**src/rtl/ram_arb_pkg.sv**
```systemverilog
// Shared types and constants for the RAM bus arbiter and its winner-select helper.
package ram_arb_pkg;

   typedef enum logic [1:0] {
      IDLE   = 2'd0,
      ACCESS = 2'd1,
      DONE   = 2'd2,
      GAP    = 2'd3
   } arb_state_t;

   localparam logic GRANT_A = 1'b0;
   localparam logic GRANT_B = 1'b1;

   function automatic int max2(input int x, input int y);
      return (x > y) ? x : y;
   endfunction

endpackage

```
**src/rtl/ram_bus_arbiter_rr_pick2.sv**
```systemverilog
// Combinational two-way winner select: fixed priority to A, or alternate on a tie
// using the last-served flag.
module rr_pick2
   import ram_arb_pkg::*;
(
   input  logic a_req,
   input  logic b_req,
   input  logic last,
   input  logic prio_a,
   output logic any_req,
   output logic pick
);

   always_comb begin
      any_req = a_req | b_req;
      pick    = GRANT_A;
      // B wins when alone, or on a tie when round-robin and A was served last.
      if (b_req && !(a_req && (prio_a || (last == GRANT_B)))) begin
         pick = GRANT_B;
      end
   end

endmodule

```
**src/rtl/ram_bus_arbiter.sv**
```systemverilog
// Shares the static-RAM style controller bus between two requesters: one access at
// a time, cs held for a fixed window, read data captured and a one-cycle ack returned.
module ram_bus_arbiter
   import ram_arb_pkg::*;
#(
   parameter int ADDR_W  = 25,
   parameter int ACC_CYC = 4,
   parameter int GAP_CYC = 1,
   parameter int PRIO_A  = 1
) (
   input  logic              clk_i,
   input  logic              rst_n_i,
   input  logic              a_req_i,
   input  logic              b_req_i,
   input  logic              a_we_i,
   input  logic              b_we_i,
   input  logic [ADDR_W-1:0] a_addr_i,
   input  logic [ADDR_W-1:0] b_addr_i,
   input  logic [7:0]        a_data_i,
   input  logic [7:0]        b_data_i,
   output logic              a_ack_o,
   output logic              b_ack_o,
   output logic [7:0]        a_data_o,
   output logic [7:0]        b_data_o,
   output logic [ADDR_W-1:0] mem_addr_o,
   output logic [7:0]        mem_data_o,
   input  logic [7:0]        mem_data_i,
   output logic              mem_cs_o,
   output logic              mem_oe_o,
   output logic              mem_we_o,
   output logic              grant_o
);

   localparam int               CNT_W    = $clog2(max2(ACC_CYC, GAP_CYC) + 1);
   localparam logic [CNT_W-1:0] ACC_LOAD = CNT_W'(ACC_CYC - 1);
   localparam logic [CNT_W-1:0] GAP_LOAD = CNT_W'((GAP_CYC > 0) ? GAP_CYC - 1 : 0);
   localparam logic             PRIO_BIT = (PRIO_A != 0);
   localparam logic             HAS_GAP  = (GAP_CYC > 0);

   arb_state_t       state_reg;
   logic [CNT_W-1:0] cnt_reg;
   logic             last_reg;
   logic             any_req;
   logic             pick;

   rr_pick2 u_pick (
      .a_req   (a_req_i),
      .b_req   (b_req_i),
      .last    (last_reg),
      .prio_a  (PRIO_BIT),
      .any_req (any_req),
      .pick    (pick)
   );

   always_ff @(posedge clk_i) begin
      if (!rst_n_i) begin
         state_reg  <= IDLE;
         cnt_reg    <= '0;
         last_reg   <= GRANT_B;
         a_ack_o    <= 1'b0;
         b_ack_o    <= 1'b0;
         a_data_o   <= 8'h00;
         b_data_o   <= 8'h00;
         mem_addr_o <= '0;
         mem_data_o <= 8'h00;
         mem_cs_o   <= 1'b0;
         mem_oe_o   <= 1'b0;
         mem_we_o   <= 1'b0;
         grant_o    <= GRANT_A;
      end else begin
         a_ack_o <= 1'b0;
         b_ack_o <= 1'b0;
         case (state_reg)
            IDLE: begin
               if (any_req) begin
                  grant_o  <= pick;
                  last_reg <= pick;
                  if (pick == GRANT_B) begin
                     mem_addr_o <= b_addr_i;
                     mem_data_o <= b_data_i;
                     mem_we_o   <= b_we_i;
                     mem_oe_o   <= ~b_we_i;
                  end else begin
                     mem_addr_o <= a_addr_i;
                     mem_data_o <= a_data_i;
                     mem_we_o   <= a_we_i;
                     mem_oe_o   <= ~a_we_i;
                  end
                  mem_cs_o  <= 1'b1;
                  cnt_reg   <= ACC_LOAD;
                  state_reg <= ACCESS;
               end
            end
            ACCESS: begin
               // Read data is sampled on the last edge cs is still asserted.
               if (cnt_reg == '0) begin
                  mem_cs_o <= 1'b0;
                  mem_oe_o <= 1'b0;
                  mem_we_o <= 1'b0;
                  if (grant_o == GRANT_B) begin
                     b_ack_o <= 1'b1;
                     if (!mem_we_o) b_data_o <= mem_data_i;
                  end else begin
                     a_ack_o <= 1'b1;
                     if (!mem_we_o) a_data_o <= mem_data_i;
                  end
                  state_reg <= DONE;
               end else begin
                  cnt_reg <= cnt_reg - 1'b1;
               end
            end
            DONE: begin
               if (HAS_GAP) begin
                  cnt_reg   <= GAP_LOAD;
                  state_reg <= GAP;
               end else begin
                  state_reg <= IDLE;
               end
            end
            GAP: begin
               if (cnt_reg == '0) state_reg <= IDLE;
               else               cnt_reg   <= cnt_reg - 1'b1;
            end
            default: state_reg <= IDLE;
         endcase
      end
   end

endmodule
```
**config.mk**
```make
export PLATFORM = sky130hd
export DESIGN_NAME = ram_bus_arbiter
export DESIGN_NICKNAME = d
export VERILOG_FILES = /design/src/rtl/ram_arb_pkg.sv /design/src/rtl/ram_bus_arbiter_rr_pick2.sv /design/src/rtl/ram_bus_arbiter.sv
export SDC_FILE = /design/constraint.sdc
export NUM_CORES = 1
export LEC_CHECK = 0
export CORE_MARGIN = 5
export CORE_UTILIZATION = 30
export DETAILED_ROUTE_END_ITERATION = 8
export PLACE_DENSITY = 0.72
export SYNTH_ARGS = -nofsm -noshare
export SYNTH_HDL_FRONTEND = slang
export SYNTH_HIERARCHICAL = 1
export SYNTH_SLANG_ARGS = --single-unit
```
**constraint.sdc**
```tcl
create_clock -name clk_i -period 3.85 [get_ports clk_i]
set_input_delay 0.77 -clock clk_i [delete_from_list [all_inputs] [get_ports clk_i]]
set_output_delay 0.77 -clock clk_i [all_outputs]
set_load 0.1 [all_outputs]
```
==> results.txt <==
Root Driver -> clkbuf_8
Layout cells sized above 1 -> 0.0567
Hold endpoint -> mem_oe_o$_SDFFE_PN0P_
Slowest library cell on the worst path -> clkdlybuf4s50_1
Yosys reg bits -> 61
Worst-margin pin slew -> 1010 ps
Yosys warnings -> 6
Hold WC Path Type -> flop to flop
Worst vdd ir -> 0.478 mV
Max Used Layer -> met4
Total of max-cap violations -> 0
CTS H-tree depth -> 3
First-pass GRT wire length -> 12,000 um
Critical path depth in cells -> 1
Met3 wire len -> 584 um
Reg area -> 1220 um2
Worst R2R Path Depth -> 6
Bufs and invs on worst path -> 1
WL met1 -> 2940 um
Startpoint types -> flop
Worst r2r dst -> grant_o$_SDFFE_PN0P_
Area Growth Syn to Fin -> 57.7%
Reg2reg start -> state_reg[0]$_SDFFE_PN0P_
EDFF count, synth -> 0
Pin count of the biggest net entering global routing -> 61
Largest Register -> mem_addr_o
Sequential element share of the synthesized area -> 0.434
Hold slack -> 487 ps
Asr flop ratio synth -> 0
Antenna violations before repair -> 0
Nets -> 488
Flop pwr share -> 0.250
Worst EP required -> 3080 ps
CP max stage delay -> 1190 ps
CTS tree -> done
Die area -> 11,400 um2
Final Skew -> 5.45 ps
CP Capture Type -> primary output
Sw Share -> 0.514
1st-iter DRT viols -> 46
Wire length per cell -> 14.2 um
Synth Instances -> 275
Number of flip-flops in the largest register -> 25
CORE AREA -> 9200 um2
Hold Crit Depth -> 2
Met2 wire len -> 3680 um
Post-CTS Resized -> 0
CP Data Arrival Time -> 1970 ps
Post-CTS setup buffer count -> 0
Min-Delay Startpoint -> mem_oe_o$_SDFFE_PN0P_
Layout fillers -> 914
Worst-path clk slew -> 60 ps
Synth unique cells -> 34
Reg2reg setup slack -> 1770 ps
Tmin final -> 2740 ps
Mean area per synthesized cell -> 10.2 um2
Combinational Power Share -> 0.579
GPL Wtd Cong -> 0.704
CTS sink cnt -> 61
Setup TNS -> 0 ps
Critical path class -> flop to primary output
Family with the most delay on the worst path -> buffers and inverters
DR pass1 iterations -> 4
Tot Pwr -> 3690 uW
Slew headroom -> 0.324
Port Buf Inserts -> 134
TritonCTS Buffers -> 9
Final non-filler cell total -> 517
Post-Syn Area -> 2810 um2
Clock share of power -> 0.171
Starting Density -> 0.306
Top FF cell, synth -> dfxtp_1
Worst skew pair latency -> 320 ps
Vias in the first global route -> 2,568
Die width -> 107 um
Result of the run -> finished clean
Max Slew Vio Count -> 0
Power Density -> 833 nW/um2
Net switching power -> 1900 uW
N_diodes -> 0
Cell Rows -> 35
# DRC -> 0
Fmax -> 364 MHz
Clk buf depth -> 2
Largest fanout on the critical path -> 6
GRT overflow -> 0
Crit-path cells -> clkdlybuf4s50_1
Io pins -> 135
GR Util All Layers -> 0.130
Hold_buf cts -> 0
Fin crit share -> 0.713
Via count -> 2,406
Post-route ant nets -> 0
RSZ-0062 raised after global routing -> false
Vias per cell -> 4.65
Setup Viol. Count Final -> 0
Internal power -> 1790 uW
DIE HEIGHT -> 107 um
Syn Nets -> 362
Fin. Hold Viols -> 0
Pleak -> 0.00201 uW
Placed cell count -> 501
Total routed wirelength -> 7320 um
Area occupied by multi-input gates -> 1480 um2
Post-DP HPWL -> 5520 um
-- cell type report --
cell class | instances | share of cell area
timing repair buffer | 136 | 0.305
inverter | 5 | 0.00423
tap | 111 | 0.0313
clock inverter | 4 | 0.0158
multi-input combinational | 188 | 0.334
sequential | 61 | 0.275
clock buffer | 12 | 0.0350
-- cells in the mapped netlist, types with 2 or more instances --
master | n | area, um2
dfxtp_1 | 61 | 1220
mux2i_1 | 56 | 561
nand2_1 | 38 | 143
o211a_1 | 33 | 330
nor2b_1 | 20 | 125
clkbuf_1 | 9 | 33.8
buf_2 | 8 | 40.0
ha_1 | 7 | 87.6
inv_1 | 5 | 18.8
a21boi_1 | 3 | 22.5
nand2b_1 | 3 | 18.8
nor2_1 | 3 | 11.3
and2_1 | 2 | 12.5
buf_1 | 2 | 7.51
buf_4 | 2 | 15.0
nand3_1 | 2 | 10.0
nor3_1 | 2 | 10.0
o21ai_0 | 2 | 10.0
o21ai_1 | 2 | 10.0
-- worst max-delay path by stage --
stage,startpoint,endpoint,slack [ps]
2_1_floorplan,grant_o$_SDFFE_PN0P_,b_data_o[0]$_SDFFE_PN0P_,1840
3_5_place_dp,a_req_i,grant_o$_SDFFE_PN0P_,1170
6_report,grant_o$_SDFFE_PN0P_,grant_o,1110
4_1_cts,grant_o$_SDFFE_PN0P_,grant_o,1070
5_1_grt,grant_o$_SDFFE_PN0P_,grant_o,1040
3_3_place_gp,a_req_i,grant_o$_SDFFE_PN0P_,1220
-- logic make-up (layout without fill, tap and decap cells) --
kind of cell    after synthesis  after routing  synth area share
compound gates               44             44             0.143
fa+ha+maj                     7              7            0.0311
buf+inv                      26            157            0.0409
flops                        61             61             0.434
mux                          56             56             0.199
other cells                   1              1           0.00133
simple gates                 80             80             0.150
-- power groups by stage --
stage / logic (uW) / clock network, uW / registers, uW
after floorplan: 526 / 0 / 2060
after global placement: 2130 / 0 / 928
after detailed placement: 2150 / 0 / 935
after CTS: 2160 / 654 / 925
after global routing: 2240 / 690 / 948
final: 2140 / 633 / 922
-- per-layer routing --
layer,up-vias,global-route usage
li1,1210,-
met1,1104,0.140
met2,81,0.230
met3,11,0.0542
met4,0,0.0384
met5,-,0
-- cells in the final DEF (no fill, tap or decap) --
cell type and count:
nand2_4 1, nand2b_1 3, or4_1 1, o211a_1 33, o21ai_0 2, clkbuf_8 11, a21boi_1 3, nand2b_2 1
nand2_1 38, ha_1 7, clkdlybuf4s50_1 133, and2_2 2, nor2_1 3, conb_1 1, inv_1 5, mux2i_1 56
o311a_1 1, nand3b_1 1, bufinv_16 2, or3_1 1, a21boi_0 1, buf_2 1, o22ai_1 1, or4b_1 1
nand3_1 2, o21ai_1 2, or2_1 1, dfxtp_1 61, nor3b_1 1, clkbuf_1 1, nor4_4 1, a21oi_1 1
clkinv_2 2, nor3_1 2, buf_4 2, nor2b_1 20, and2_1 1
-- stage by stage --
stage / setup slack [ps] / area, um2 / utilization
CTS: 1070 / 4430 / 0.482
detailed placement: 1170 / 4210 / 0.458
finish: 1110 / 4430 / 0.482
global route: 1040 / 4430 / 0.482
floorplan: 1840 / 2810 / -
global placement: 1220 / 4210 / 0.458
No activity file was read; power rests on OpenSTA's default activity.
